===== src/rtl/radix2_stage_ctrl_pkg.sv =====
// Shared constants, FSM encoding and butterfly address math for the
// radix-2 DIF FFT stage controllers.
package radix2_stage_ctrl_pkg;

  localparam int LOG2N    = 7;
  localparam int N        = 1 << LOG2N;
  localparam int TW_AW    = 6;
  localparam int PIPE_LAT = 3;
  localparam int KW       = LOG2N - 1;

  typedef enum logic [1:0] {
    ST_IDLE  = 2'd0,
    ST_RUN   = 2'd1,
    ST_DRAIN = 2'd2
  } state_e;

  typedef struct packed {
    logic [LOG2N-1:0] a;
    logic [LOG2N-1:0] b;
    logic [TW_AW-1:0] tw;
  } bfly_addr_t;

  // With half = N >> (s+1): j = k mod half and g = k / half reduce to a
  // mask and a shift because half is always a power of two.
  function automatic bfly_addr_t bfly_addr(input logic [KW-1:0] k, input logic [2:0] s);
    bfly_addr_t       r;
    int               sh;
    logic [LOG2N-1:0] kx;
    logic [LOG2N-1:0] half;
    logic [LOG2N-1:0] mask;
    logic [LOG2N-1:0] j;
    logic [LOG2N-1:0] g;
    sh   = LOG2N - 1 - int'(s);
    kx   = {1'b0, k};
    half = {{(LOG2N-1){1'b0}}, 1'b1} << sh;
    mask = half - {{(LOG2N-1){1'b0}}, 1'b1};
    j    = kx & mask;
    g    = kx >> sh;
    r.a  = (g << (sh + 1)) | j;
    r.b  = r.a | half;
    r.tw = TW_AW'(j << s);
    return r;
  endfunction

endpackage


===== src/rtl/radix2_stage_ctrl_valid_delay.sv =====
// fft_valid_delay: fixed-depth shift register carrying a valid flag and an
// address pair, aligning write-back with the butterfly datapath latency.
module fft_valid_delay #(
  parameter int DEPTH = 3,
  parameter int AW    = 7
) (
  input  logic          clk_i,
  input  logic          rst_i,
  input  logic          valid_i,
  input  logic [AW-1:0] addr_a_i,
  input  logic [AW-1:0] addr_b_i,
  output logic          valid_o,
  output logic [AW-1:0] addr_a_o,
  output logic [AW-1:0] addr_b_o,
  output logic          drained_o
);

  logic [DEPTH-1:0]         valid_q;
  logic [DEPTH-1:0]         valid_d;
  logic [DEPTH-1:0][AW-1:0] addr_a_q;
  logic [DEPTH-1:0][AW-1:0] addr_b_q;

  // Next valid vector; drained_o looks ahead so the caller can finish on
  // the same edge the last valid leaves the output register.
  always_comb begin
    valid_d    = {DEPTH{1'b0}};
    valid_d[0] = valid_i;
    for (int i = 1; i < DEPTH; i++) begin
      valid_d[i] = valid_q[i-1];
    end
  end

  assign drained_o = ~|valid_d;

  // Shift every cycle; upstream stalls simply become bubbles.
  always_ff @(posedge clk_i) begin
    if (rst_i) begin
      valid_q  <= {DEPTH{1'b0}};
      addr_a_q <= {(DEPTH*AW){1'b0}};
      addr_b_q <= {(DEPTH*AW){1'b0}};
    end else begin
      valid_q     <= valid_d;
      addr_a_q[0] <= addr_a_i;
      addr_b_q[0] <= addr_b_i;
      for (int i = 1; i < DEPTH; i++) begin
        addr_a_q[i] <= addr_a_q[i-1];
        addr_b_q[i] <= addr_b_q[i-1];
      end
    end
  end

  assign valid_o  = valid_q[DEPTH-1];
  assign addr_a_o = addr_a_q[DEPTH-1];
  assign addr_b_o = addr_b_q[DEPTH-1];

endmodule


===== src/rtl/radix2_stage_ctrl.sv =====
// Radix-2 DIF stage sequencer: issues N/2 butterfly read/twiddle addresses
// and a latency-matched write-back stream, then reports done.
module radix2_stage_ctrl
  import radix2_stage_ctrl_pkg::*;
(
  input  logic             clk_i,
  input  logic             rst_i,
  input  logic             start_i,
  input  logic [2:0]       stage_i,
  input  logic             hold_i,
  output logic             busy_o,
  output logic             done_o,
  output logic             err_o,
  output logic             rd_en_o,
  output logic [LOG2N-1:0] rd_addr_a_o,
  output logic [LOG2N-1:0] rd_addr_b_o,
  output logic [TW_AW-1:0] tw_addr_o,
  output logic             wb_valid_o,
  output logic [LOG2N-1:0] wb_addr_a_o,
  output logic [LOG2N-1:0] wb_addr_b_o
);

  localparam logic [KW-1:0] K_LAST = KW'(N / 2 - 1);

  state_e           state_q;
  logic [2:0]       stage_q;
  logic [KW-1:0]    k_q;
  logic             busy_q;
  logic             done_q;
  logic             err_q;
  logic             rd_en_q;
  logic [LOG2N-1:0] rd_addr_a_q;
  logic [LOG2N-1:0] rd_addr_b_q;
  logic [TW_AW-1:0] tw_addr_q;
  bfly_addr_t       bfly_d;
  logic             dl_drained_d;

  // Addresses of the butterfly that would be issued this cycle.
  always_comb begin
    bfly_d = bfly_addr(k_q, stage_q);
  end

  // Stage FSM with registered outputs.
  always_ff @(posedge clk_i) begin
    if (rst_i) begin
      state_q     <= ST_IDLE;
      stage_q     <= 3'd0;
      k_q         <= {KW{1'b0}};
      busy_q      <= 1'b0;
      done_q      <= 1'b0;
      err_q       <= 1'b0;
      rd_en_q     <= 1'b0;
      rd_addr_a_q <= {LOG2N{1'b0}};
      rd_addr_b_q <= {LOG2N{1'b0}};
      tw_addr_q   <= {TW_AW{1'b0}};
    end else begin
      done_q  <= 1'b0;
      err_q   <= 1'b0;
      rd_en_q <= 1'b0;
      case (state_q)
        ST_IDLE: begin
          busy_q <= 1'b0;
          if (start_i) begin
            if ({1'b0, stage_i} < 4'(LOG2N)) begin
              stage_q <= stage_i;
              k_q     <= {KW{1'b0}};
              busy_q  <= 1'b1;
              state_q <= ST_RUN;
            end else begin
              err_q <= 1'b1;
            end
          end
        end
        ST_RUN: begin
          if (!hold_i) begin
            rd_en_q     <= 1'b1;
            rd_addr_a_q <= bfly_d.a;
            rd_addr_b_q <= bfly_d.b;
            tw_addr_q   <= bfly_d.tw;
            k_q         <= k_q + {{(KW-1){1'b0}}, 1'b1};
            if (k_q == K_LAST) begin
              state_q <= ST_DRAIN;
            end
          end
        end
        ST_DRAIN: begin
          if (dl_drained_d) begin
            done_q  <= 1'b1;
            state_q <= ST_IDLE;
          end
        end
        default: begin
          busy_q  <= 1'b0;
          state_q <= ST_IDLE;
        end
      endcase
    end
  end

  fft_valid_delay #(
    .DEPTH (PIPE_LAT),
    .AW    (LOG2N)
  ) u_wb_delay (
    .clk_i     (clk_i),
    .rst_i     (rst_i),
    .valid_i   (rd_en_q),
    .addr_a_i  (rd_addr_a_q),
    .addr_b_i  (rd_addr_b_q),
    .valid_o   (wb_valid_o),
    .addr_a_o  (wb_addr_a_o),
    .addr_b_o  (wb_addr_b_o),
    .drained_o (dl_drained_d)
  );

  assign busy_o      = busy_q;
  assign done_o      = done_q;
  assign err_o       = err_q;
  assign rd_en_o     = rd_en_q;
  assign rd_addr_a_o = rd_addr_a_q;
  assign rd_addr_b_o = rd_addr_b_q;
  assign tw_addr_o   = tw_addr_q;

endmodule


===== config.mk =====
export PLATFORM = sky130hd
export DESIGN_NAME = radix2_stage_ctrl
export DESIGN_NICKNAME = d
export VERILOG_FILES = /design/src/rtl/radix2_stage_ctrl_pkg.sv /design/src/rtl/radix2_stage_ctrl_valid_delay.sv /design/src/rtl/radix2_stage_ctrl.sv
export SDC_FILE = /design/constraint.sdc
export NUM_CORES = 1
export LEC_CHECK = 0
export BUFFER_PORTS_ARGS = -buffer_cell sky130_fd_sc_hd__buf_2
export CORE_MARGIN = 2
export CORE_UTILIZATION = 40
export CTS_BUF_LIST = sky130_fd_sc_hd__clkbuf_2
export DETAILED_ROUTE_END_ITERATION = 8
export PLACE_DENSITY_LB_ADDON = 0.15
export SLEW_MARGIN = 10
export SYNTH_ARGS = -nofsm -noshare
export SYNTH_HDL_FRONTEND = slang
export SYNTH_SLANG_ARGS = --single-unit

===== constraint.sdc =====
create_clock -name clk_i -period 2.3 [get_ports clk_i]
set_input_delay 0.46 -clock clk_i [delete_from_list [all_inputs] [get_ports clk_i]]
set_output_delay 0.46 -clock clk_i [all_outputs]
set_load 0.05 [all_outputs]

==> summary.txt, run 1 <==
Power
  – Pwr per Cell Area: 996.4 nW/um2
  – Max VDD drop: 0.4456 mV
  – LEAKAGE: roughly 1.6 nW

Synthesis
  – Syn nets: 412
  – Ys async rst share: 0
  – Commonest register cell after synthesis: dfxtp_1
  – Syn. warnings: 0
  – Syn Inst Count: about 400
  – Synthesized flop and latch total: 80
  – Synth cell types: 56
  – Syn Area/Cell: 8.846 um2
  – Register area share after synthesis: 0.4549
  – Synthesized area: roughly 3500 um2
  – Number of synthesized flops with an enable pin: 0

Routing
  – Final wirelength: 7489 um
  – Routed WL per cell: between 10 and 15 um
  – DR pass1 iterations: 5
  – Remaining DRCs: 0
  – DR iter-0 viols: 159
  – Vias per cell: 5.139
  – DRT antenna net count: 0
  – DR vias: between 2000 and 3000

Clock tree
  – Clk root buf: clkbuf_2
  – Hold_buf cts: 0
  – Number of CTS-inserted buffers: 9
  – Clock Latency Late Sink: about 0.53 ns
  – Clk buf depth: 2
  – H-tree depth: 3
  – Reg clk slew, reported paths: ~0.22 ns
  – CTS sink cnt: 80
  – TritonCTS clock tree: built

GRT
  – Pin count of the biggest net entering global routing: 47
  – Gr usage total: 0.1574
  – First-pass GRT wire length: 12190 um
  – Number of global-route vias before repair: 2504
  – Initial antenna violation count: 0
  – Total congestion overflow: 0
  – Grt peak-use layer: met2
  – Routing usage on met1: 0.2067
  – Grt met2 use: 0.2403
  – Met3 Use GR: 0.03221

STA
  – Hold slack: 0.1812 ns
  – Count of pins over their slew limit: 0
  – Relative slew slack: 0.6761
  – FMAX: 0.4655 GHz
  – Final setup violation count: 0
  – Clock Skew: 0.03295 ns
  – Tcrit/Tclk final: 0.9340
  – Final Hold Vio Count: 0
  – Slew @ Worst Pin: between 0.4 and 0.5 ns
  – Period minus WS final: about 2.1 ns

Place
  – Buffers on Ports: between 40 and 50
  – Placed cells: 522
  – GP Congestion: roughly 0.95
  – Final HPWL from detailed placement: 5289 um

Finish
  – Reg area: between 1500 and 2000 um2
  – Layout cells sized above 1: 0.2158
  – Area of the multi-input gates: around 1700 um2
  – Filler cell count: 857
  – N_diodes: 0
  – Final Net Count: 440
  – Area grow syn2layout: 13.01%
  – Final Non-Filler Cells: around 540

Floorplanning
  – Die area: about 9600 um2
  – Rows: 34
  – Die X: ~98 um
  – Ports placed on the boundary: 46
  – Initial Util: 0.4077
  – Die height: 97.82 um
  – Placeable Area: approximately 8600 um2

Run status
  – Status: completed

Setup path
  – Critical path required time: roughly 2.7 ns
  – Crit Path Category: reg -> reg
  – Critical Path Source Type: flip-flop
  – Worst Path Max Fanout: 15
  – Crit end category: flip-flop
  – CP arrival: between 2 and 3 ns

Hold path
  – Class of the worst hold path: in -> reg

Job
  – Max Cap Viol: 0
-- synthesized netlist by cell type (3+ instances only) --
| cell | instances | area [um2] |
|---|---|---|
| xnor2_1 | 6 | 52.55 |
| a32oi_1 | 3 | 26.28 |
| o32ai_1 | 3 | 26.28 |
| clkbuf_1 | 20 | 75.07 |
| dfxtp_1 | 80 | 1602 |
| a211oi_1 | 10 | 75.07 |
| o21ai_1 | 8 | 40.04 |
| o211ai_1 | 4 | 30.03 |
| buf_4 | 14 | 105.1 |
| nor2_1 | 35 | 131.4 |
| ha_1 | 7 | 87.58 |
| inv_1 | 6 | 22.52 |
| and3_1 | 3 | 18.77 |
| a31oi_1 | 3 | 18.77 |
| nand4_1 | 3 | 18.77 |
| buf_1 | 3 | 11.26 |
| nand2_1 | 25 | 93.84 |
| a311oi_1 | 6 | 52.55 |
| nor3b_1 | 3 | 22.52 |
| nand2b_1 | 6 | 37.54 |
| nor2b_1 | 51 | 319.1 |
| a21oi_1 | 19 | 95.09 |
| o21ai_0 | 8 | 40.04 |
| buf_2 | 7 | 35.03 |
| nor3_1 | 14 | 70.07 |
| nand3_1 | 8 | 40.04 |
-- cell type report --
type | count | share of cell area
well taps | 108 | 0.03396
flip-flops and latches | 80 | 0.4031
clock inverters | 6 | 0.02327
multi-input cells | 265 | 0.4226
repair buffers | 62 | 0.09686
clock buffers | 10 | 0.01258
inverters | 8 | 0.007547
-- logic make-up (layout without fill, tap and decap cells) --
kind of cell,count (synthesis),after routing,share of synthesized area
DFF,80,80,0.4549
and+or+nand+nor,162,162,0.2463
xor gates and xnor gates,9,9,0.02452
muxes,2,2,0.005686
buffers and inverters,53,86,0.07605
adders and majority gates,7,7,0.02487
AOI/OAI and AO/OA,85,85,0.1677
-- worst max-delay path, stage by stage (launching register included) --
cell and delay, ns:
dfxtp_2 0.38, ha_2 0.35, buf_4 0.21, inv_1 0.10
buf_4 0.15, a311oi_1 0.26, o21ai_0 0.14, a21oi_1 0.29
a311oi_1 0.14
-- timing repair --
item	CTS	global route
resized for setup	0	10
setup endpoints to repair	0	5
buffers inserted	0	1
-- report_power, final --
group	switching [mW]	internal, mW
registers	0.0825	1.54
clock network	0.497	0.369
logic	0.984	0.495
total	1.56	2.40
-- layer usage --
metal  share of wire  up-vias
met5               0        -
met4           0.028        0
met3           0.059       22
met2            0.45       91
met1            0.47     1233
li1                -     1424
-- registers in the layout, indices dropped and copies added, names as in the netlist --
register / count
u_wb_delay.addr_a_q: 14
stage_q: 3
rd_en_o: 1
rd_addr_b_o: 7
u_wb_delay.valid_q: 3
rd_addr_a_o: 7
done_o: 1
err_o: 1
u_wb_delay.addr_b_o: 7
u_wb_delay.addr_b_q: 14
busy_o: 1
u_wb_delay.addr_a_o: 7
k_q: 6
tw_addr_o: 6
state_q: 2
-- final timing paths --
kind	startpoint	to	slack, ns	cells past startpoint
max	stage_q[0]	rd_addr_a_o[4]	0.15	8
min reg2reg	u_wb_delay.addr_b_q[1]	u_wb_delay.addr_b_q[8]	0.42	1
max reg2reg	stage_q[0]	rd_addr_a_o[4]	0.15	8
min	stage_i[2]	stage_q[2]	0.18	3
-- stage by stage --
stage | worst slack, ns | setup TNS [ns] | power (mW) | cell area (um2) | utilization
3_3_place_gp | 0.1753 | 0 | 3.101 | 3796 | 0.4396
2_1_floorplan | 0.004579 | 0 | 2.732 | 3531 | -
4_1_cts | 0.06749 | 0 | 3.960 | 3939 | 0.4561
6_report | 0.1519 | 0 | 3.964 | 3979 | 0.4607
3_5_place_dp | 0.1238 | 0 | 3.092 | 3796 | 0.4396
5_1_grt | -0.001112 | -0.001261 | 4.199 | 3979 | 0.4607
-- cell usage in the layout, fill, tap and decap left out, types with 4 or more instances in the layout --
cell / instances
buf_4: 13
o211ai_1: 4
nor2_1: 35
o21ai_0: 8
nor2b_1: 50
a21oi_1: 19
a211oi_1: 10
nand3_1: 8
inv_1: 6
buf_2: 45
clkbuf_2: 10
ha_1: 5
dfxtp_1: 78
xnor2_1: 6
nand2_1: 25
nor3_1: 14
a311oi_1: 6
o21ai_1: 7
nand2b_1: 6
Note: power is estimated with default switching activity, not from simulation.
==> run 2, diff against run 1 <==
Settings changed: CORE_UTILIZATION 40 to 54, GPL_ROUTABILITY_DRIVEN from default to 0.
==> run 2 against run 1 <==
Against the previous run:
- global-route usage increased by 5.6 points
- sequential power is essentially flat
- non-clock buffer count grew 3
- fmax decreased by 3.6%
- routed wire length shrank 3.5%
- largest power group unchanged
- highest routed layer unchanged
- sequential share of layout area is 0.72 points higher
- clock-buffer cell count decreased by 1
- critical path depth is 1 higher
==> summary.txt, run 2 (same netlist as run 1, synthesis figures left out) <==
Setup path
  – Worst-case reg-to-reg path depth: 9
  – Crit path buffers/inverters: 0
  – Most used cell along the critical path: a31oi_1
  – Worst Path Max Fanout: 3
  – Delay-heaviest family, CP: adder cells
  – Crit path from: stage_q[1]
  – Crit end category: flip-flop
  – Critical Path Max Stage Delay: approximately 0.37 ns
  – Crit Path Category: reg -> reg
  – Reg-to-reg startpoint: stage_q[1]
  – Critical path cell sequence: ha_1 > nor2b_1 > nand2_1 > ha_4 > and3b_1 > a31oi_1 > a31oi_1 > a221oi_1 > nor3_1
  – Critical Path Source Type: flip-flop
  – Crit-path slowest cell: dfxtp_2
  – Critical path required time: about 2.7 ns
  – CP arrival: 2.65 ns
  – Number of cells on the critical path: 9

Routing
  – Vias per cell: about 5.6
  – DR iter-0 viols: 162
  – DR pass1 iterations: 5
  – DRT antenna net count: 0
  – Routed WL per cell: ~14 um
  – DR vias: 2854
  – Remaining DRCs: 0
  – Final wirelength: 7224 um

Floorplanning
  – Die height: around 85 um
  – Rows: 29
  – Die area: ~7200 um2
  – Ports placed on the boundary: between 40 and 50
  – Initial Util: 0.5577
  – Die X: 84.75 um
  – Placeable Area: 6314 um2

Finish
  – Layout cells sized above 1: 0.2097
  – Leading cell types in the layout, fill and taps excluded: dfxtp_1, nor2b_1, buf_2
  – Area grow syn2layout: 11.02%
  – Area of the multi-input gates: between 1500 and 2000 um2
  – Filler cell count: roughly 560
  – Final Net Count: roughly 440
  – Most common cell after layout, fill and taps aside: dfxtp_1
  – Reg area: between 1500 and 2000 um2
  – N_diodes: 0
  – Final Non-Filler Cells: between 500 and 600
  – Top Registers: u_wb_delay.addr_a_q (14), u_wb_delay.addr_b_q (14)

GRT
  – Gr usage total: 0.2137
  – Pin count of the biggest net entering global routing: 39
  – Total congestion overflow: 0
  – Initial antenna violation count: 0
  – First-pass GRT wire length: 12170 um
  – Number of global-route vias before repair: around 2400

STA
  – FMAX: between 0.4 and 0.5 GHz
  – Clock Skew: around 0.028 ns
  – Hold slack: ~0.22 ns
  – Final setup violation count: 0
  – Relative slew slack: 0.6436
  – Final Hold Vio Count: 0
  – Count of pins over their slew limit: 0
  – Slew @ Worst Pin: between 0.5 and 0.6 ns
  – Tcrit/Tclk final: 0.9693
  – Period minus WS final: 2.229 ns
  – RSZ-0062 raised after global routing: yes

Power
  – LEAKAGE: ~1.6 nW
  – Max VDD drop: approximately 0.57 mV
  – Overall power: about 3.7 mW
  – Pwr per Cell Area: 955.5 nW/um2

Hold path
  – Class of the worst hold path: in -> reg
  – Worst Hold Launch: stage_i[2]
  – Hold Path Depth: 3

Place
  – Buffers on Ports: between 40 and 50
  – Placed cells: just under 500
  – Final HPWL from detailed placement: 5124 um

Clock tree
  – CTS sink cnt: 80
  – Clock Latency Late Sink: 0.50 ns
  – Reg clk slew, reported paths: about 0.23 ns
  – Hold_buf cts: 0
  – Clk root buf: clkbuf_2
  – H-tree depth: 3
  – TritonCTS clock tree: built
  – Number of CTS-inserted buffers: 9
  – Clk buf depth: 2

Job
  – Max Cap Viol: 0

Run status
  – Status: completed
==> run 2: changes by cell type in the layout (fill, tap and decap cells not counted), moves of 2 or more <==
cell       change
ha_2           -2
clkinv_4       +3
buf_4          +5
bufinv_16      -2
==> run 2: stage by stage <==
| step | setup TNS (ns) | area [um2] | utilization | setup slack (ns) |
|---|---|---|---|---|
| 5_1_grt | -0.004772 | 3909 | 0.6191 | -0.004772 |
| 3_3_place_gp | 0 | 3760 | 0.5955 | 0.1690 |
| 4_1_cts | 0 | 3862 | 0.6118 | 0.04110 |
| 2_1_floorplan | 0 | 3531 | - | 0.004579 |
| 3_5_place_dp | 0 | 3760 | 0.5955 | 0.06963 |
| 6_report | 0 | 3909 | 0.6191 | 0.07069 |
==> run 2: final timing paths <==
kind / endpoint / slack, ns
hold / removal: stage_q[2] / 0.22
hold reg to reg: u_wb_delay.addr_a_o[1] / 0.44
setup / recovery: tw_addr_o[2] / 0.07
setup reg to reg: tw_addr_o[2] / 0.07
==> run 2: area by class of cell <==
| cell class | instances | area share |
|---|---|---|
| multi-input cells | 265 | 0.4309 |
| flip-flops and latches | 80 | 0.4104 |
| repair buffers | 65 | 0.1002 |
| well taps | 77 | 0.02465 |
| clock inverters | 7 | 0.01472 |
| clock buffers | 9 | 0.01152 |
| inverters | 8 | 0.007682 |
==> run 2: what timing repair did <==
item / 4_1_cts / 5_1_grt
gates resized for setup: 0 / 6
setup endpoints to repair: 0 / 8
setup buffers: 0 / 2
==> run 2: per-layer routing <==
metal | up-vias | GRT usage | share of wire | wire [um]
met5 | - | 0 | 0 | 0
met2 | 124 | 0.3142 | 0.44 | 3168
met4 | 0 | 0.09524 | 0.020 | 145
met1 | 1287 | 0.2996 | 0.47 | 3374
li1 | 1428 | - | - | -
met3 | 15 | 0.04916 | 0.074 | 535
==> run 2: where the power goes <==
group | internal [mW] | total [mW] | switching, mW
clock | 0.155 | 0.664 | 0.509
combinational | 0.474 | 1.46 | 0.982
sequential | 1.54 | 1.61 | 0.0784
total | 2.17 | 3.73 | 1.57
==> run 2: worst min-delay path: cells and delay by family <==
| family | cells | cell delay, ns |
|---|---|---|
| buf+inv | 1 | 0.11 |
| compound gates | 1 | 0.07 |
| simple gates | 1 | 0.05 |
==> run 3, diff against run 2 <==
Settings changed: SYNTH_HIERARCHICAL from default to 1.
==> run 3 against run 2 <==
Against the previous run:
- the run now ends with design-rule violations left
- non-clock buffer count grew 1
- sequential power shrank 6%
- clock-buffer cell count is the same
- fmax grew 2.4%
- worst hold slack lost 0.062 ns
- final area grew 1.8%
- synthesized area grew 2.5%
- power shrank 22%
- core utilization is essentially flat
- global-route usage shrank 0.44 points
- register-to-register slack gained 0.05 ns
- critical path depth grew 1
- critical endpoint unchanged
- largest cell class unchanged
==> summary.txt, run 3 <==
Routing
  – Remaining DRCs: 2
  – DRT antenna net count: 0
  – Final wirelength: between 7000 and 8000 um
  – DR vias: 2785
  – DR iter-0 viols: 123
  – Routed WL per cell: 14.18 um
  – DR pass1 iterations: 7
  – Vias per cell: ~5.5

Clock tree
  – Clk buf depth: 2
  – Reg clk slew, reported paths: 0.24 ns
  – TritonCTS clock tree: built
  – H-tree depth: 3
  – Postcts setup bufs: 0
  – Clk root buf: clkbuf_2
  – Clock Latency Late Sink: about 0.53 ns
  – CTS sink cnt: 80
  – Hold_buf cts: 0
  – Number of CTS-inserted buffers: 9

Synthesis
  – Share of the synthesized area in the top cell type: 0.4438
  – Synthesized flop and latch total: 80
  – Yosys top cell by area: dfxtp_1
  – Most common cell in the netlist: dfxtp_1
  – Synthesized area: ~3600 um2
  – Commonest register cell after synthesis: dfxtp_1
  – Syn. warnings: 6
  – Synth top area cells: dfxtp_1, nor2b_1, nor2_1
  – Register area share after synthesis: 0.4438
  – Ys async rst share: 0
  – Syn Inst Count: 394
  – Syn nets: 408
  – Synth cell types: 63
  – Synth cell count leaders: dfxtp_1, nor2b_1, nor2_1
  – Number of synthesized flops with an enable pin: 0
  – Syn Area/Cell: between 9 and 10 um2

Setup path
  – Reg-to-reg startpoint: stage_q[0]
  – Critical Path Max Stage Delay: 0.41 ns
  – Crit-path slowest cell: dfxtp_2
  – CP arrival: between 2 and 3 ns
  – Crit end category: flip-flop
  – Crit Path Category: reg -> reg
  – Critical Path Source Type: flip-flop
  – Worst Path Max Fanout: 5
  – Critical path cell sequence: ha_4 > buf_6 > xor2_4 > nand2_1 > ha_1 > and2_1 > a2bb2oi_1 > and3_1 > o21ai_0 > a32o_1
  – Delay-heaviest family, CP: simple AND/OR/NAND/NOR gates
  – Critical path required time: 2.75 ns
  – Crit path from: stage_q[0]
  – Crit path buffers/inverters: 1

GRT
  – Routing usage on met1: 0.2650
  – Grt peak-use layer: met2
  – First-pass GRT wire length: approximately 12000 um
  – Grt met2 use: 0.3473
  – Total congestion overflow: 0
  – Gr usage total: 0.2093
  – Initial antenna violation count: 0
  – Pin count of the biggest net entering global routing: 53
  – Met3 Use GR: 0.05871
  – Number of global-route vias before repair: about 2600

STA
  – RSZ-0062 raised after global routing: no
  – Period minus WS final: roughly 2.2 ns
  – Count of pins over their slew limit: 0
  – Slew @ Worst Pin: ~0.56 ns
  – Relative slew slack: 0.6229
  – Clock Skew: between 0.02 and 0.03 ns
  – Final Hold Vio Count: 0
  – Setup TNS: 0 ns
  – FMAX: 0.4591 GHz
  – Tcrit/Tclk final: 0.9470
  – Final setup violation count: 0

Finish
  – Top Registers: u_wb_delay/addr_a_q (14), u_wb_delay/addr_b_q (14)
  – Area grow syn2layout: 10.26%
  – Layout cells sized above 1: 0.2419
  – Leading cell types in the layout, fill and taps excluded: dfxtp_1, nor2b_1, buf_2
  – Final Util: 0.6195
  – Final std cell area, no fill: approximately 4000 um2
  – Final Net Count: 443
  – N_diodes: 0
  – Most common cell after layout, fill and taps aside: dfxtp_1

Power
  – Max VDD drop: ~0.32 mV
  – Pwr per Cell Area: 736.6 nW/um2
  – LEAKAGE: ~1.6 nW

Run status
  – Status: finished with violations
  – Failing checks: design-rule violations

Floorplanning
  – Die area: approximately 7400 um2
  – Placeable Area: ~6400 um2
  – Die height: 85.75 um
  – Die X: around 86 um
  – Initial Util: 0.5619
  – Rows: 29
  – Ports placed on the boundary: between 40 and 50

Place
  – Placed Instance Area: ~3800 um2
  – Final HPWL from detailed placement: approximately 5100 um
  – Buffers on Ports: 45

Hold path
  – Class of the worst hold path: in -> reg
  – Worst Hold Launch: stage_i[2]

Job
  – Max Cap Viol: 0
[run 3: cell types whose count changed after synthesis, moves of 3 or more]
cell and delta:
clkbuf_1 -12, a21oi_1 -3, a311oi_1 -4, o21ai_0 +4, buf_2 +4, buf_6 +4
o32ai_1 -3, o21ai_1 -3
[run 3: logic make-up (layout without fill, tap and decap cells)]
family | Yosys count | after routing | share of synthesized area
XOR/XNOR | 10 | 10 | 0.04057
AND/OR/NAND/NOR | 161 | 161 | 0.2330
adder cells (fa/ha/maj) | 7 | 7 | 0.02427
flip-flops | 80 | 80 | 0.4438
AO/OA/AOI/OAI | 81 | 81 | 0.1609
buffers and inverters | 50 | 90 | 0.08183
multiplexers | 5 | 5 | 0.01560
[run 3: layer usage]
metal | wire length, um | up-vias
li1 | - | 1404
met1 | 3221 | 1272
met2 | 3406 | 95
met3 | 491 | 14
met4 | 127 | 0
met5 | 0 | -
[run 3: layout make-up]
class	instances	area, um2
Inverter	8	30.03
Clock buffer	9	45.04
Timing Repair Buffer	66	411.6
Sequential cell	80	1605
Clock inverter	7	55.05
Fill cell	549	2444
Multi-Input combinational cell	264	1735
Tap cell	77	96.34
[run 3: timing repair]
item                       in CTS  in global routing
pin swaps                       0                  1
setup endpoints to repair       2                  4
resized for setup               4                  4
[run 3: stage by stage]
stage | cells | power (mW) | worst slack [ns] | hold slack, ns
after floorplan | 394 | 2.116 | 0.01968 | 0.4138
after global placement | 495 | 2.273 | 0.1167 | 0.4146
after detailed placement | 495 | 2.282 | -0.01709 | 0.4204
after CTS | 511 | 2.955 | 0.003991 | 0.1385
after global routing | 511 | 3.097 | 0.004544 | 0.1400
final | 511 | 2.931 | 0.1219 | 0.1551
[run 3: worst register-to-register path, stage by stage, from the launching register on]
cell	delay, ns
dfxtp_2	0.41
ha_4	0.16
buf_6	0.15
xor2_4	0.16
nand2_1	0.11
ha_1	0.25
and2_1	0.19
a2bb2oi_1	0.14
and3_1	0.19
o21ai_0	0.09
a32o_1	0.26
[run 3: final timing paths]
path                                 end  slack (ns)  depth (start not counted)
setup / recovery            tw_addr_o[2]        0.12                         10
hold / removal                stage_q[2]        0.16                          3
setup reg to reg            tw_addr_o[2]        0.12                         10
hold reg to reg   u_wb_delay/addr_a_q[8]        0.46                          1
[run 3: power by group]
part | total, mW | switching (mW) | internal [mW]
clock network | 0.667 | 0.511 | 0.156
registers | 1.51 | 0.0448 | 1.47
logic | 0.751 | 0.492 | 0.259
total | 2.93 | 1.05 | 1.88
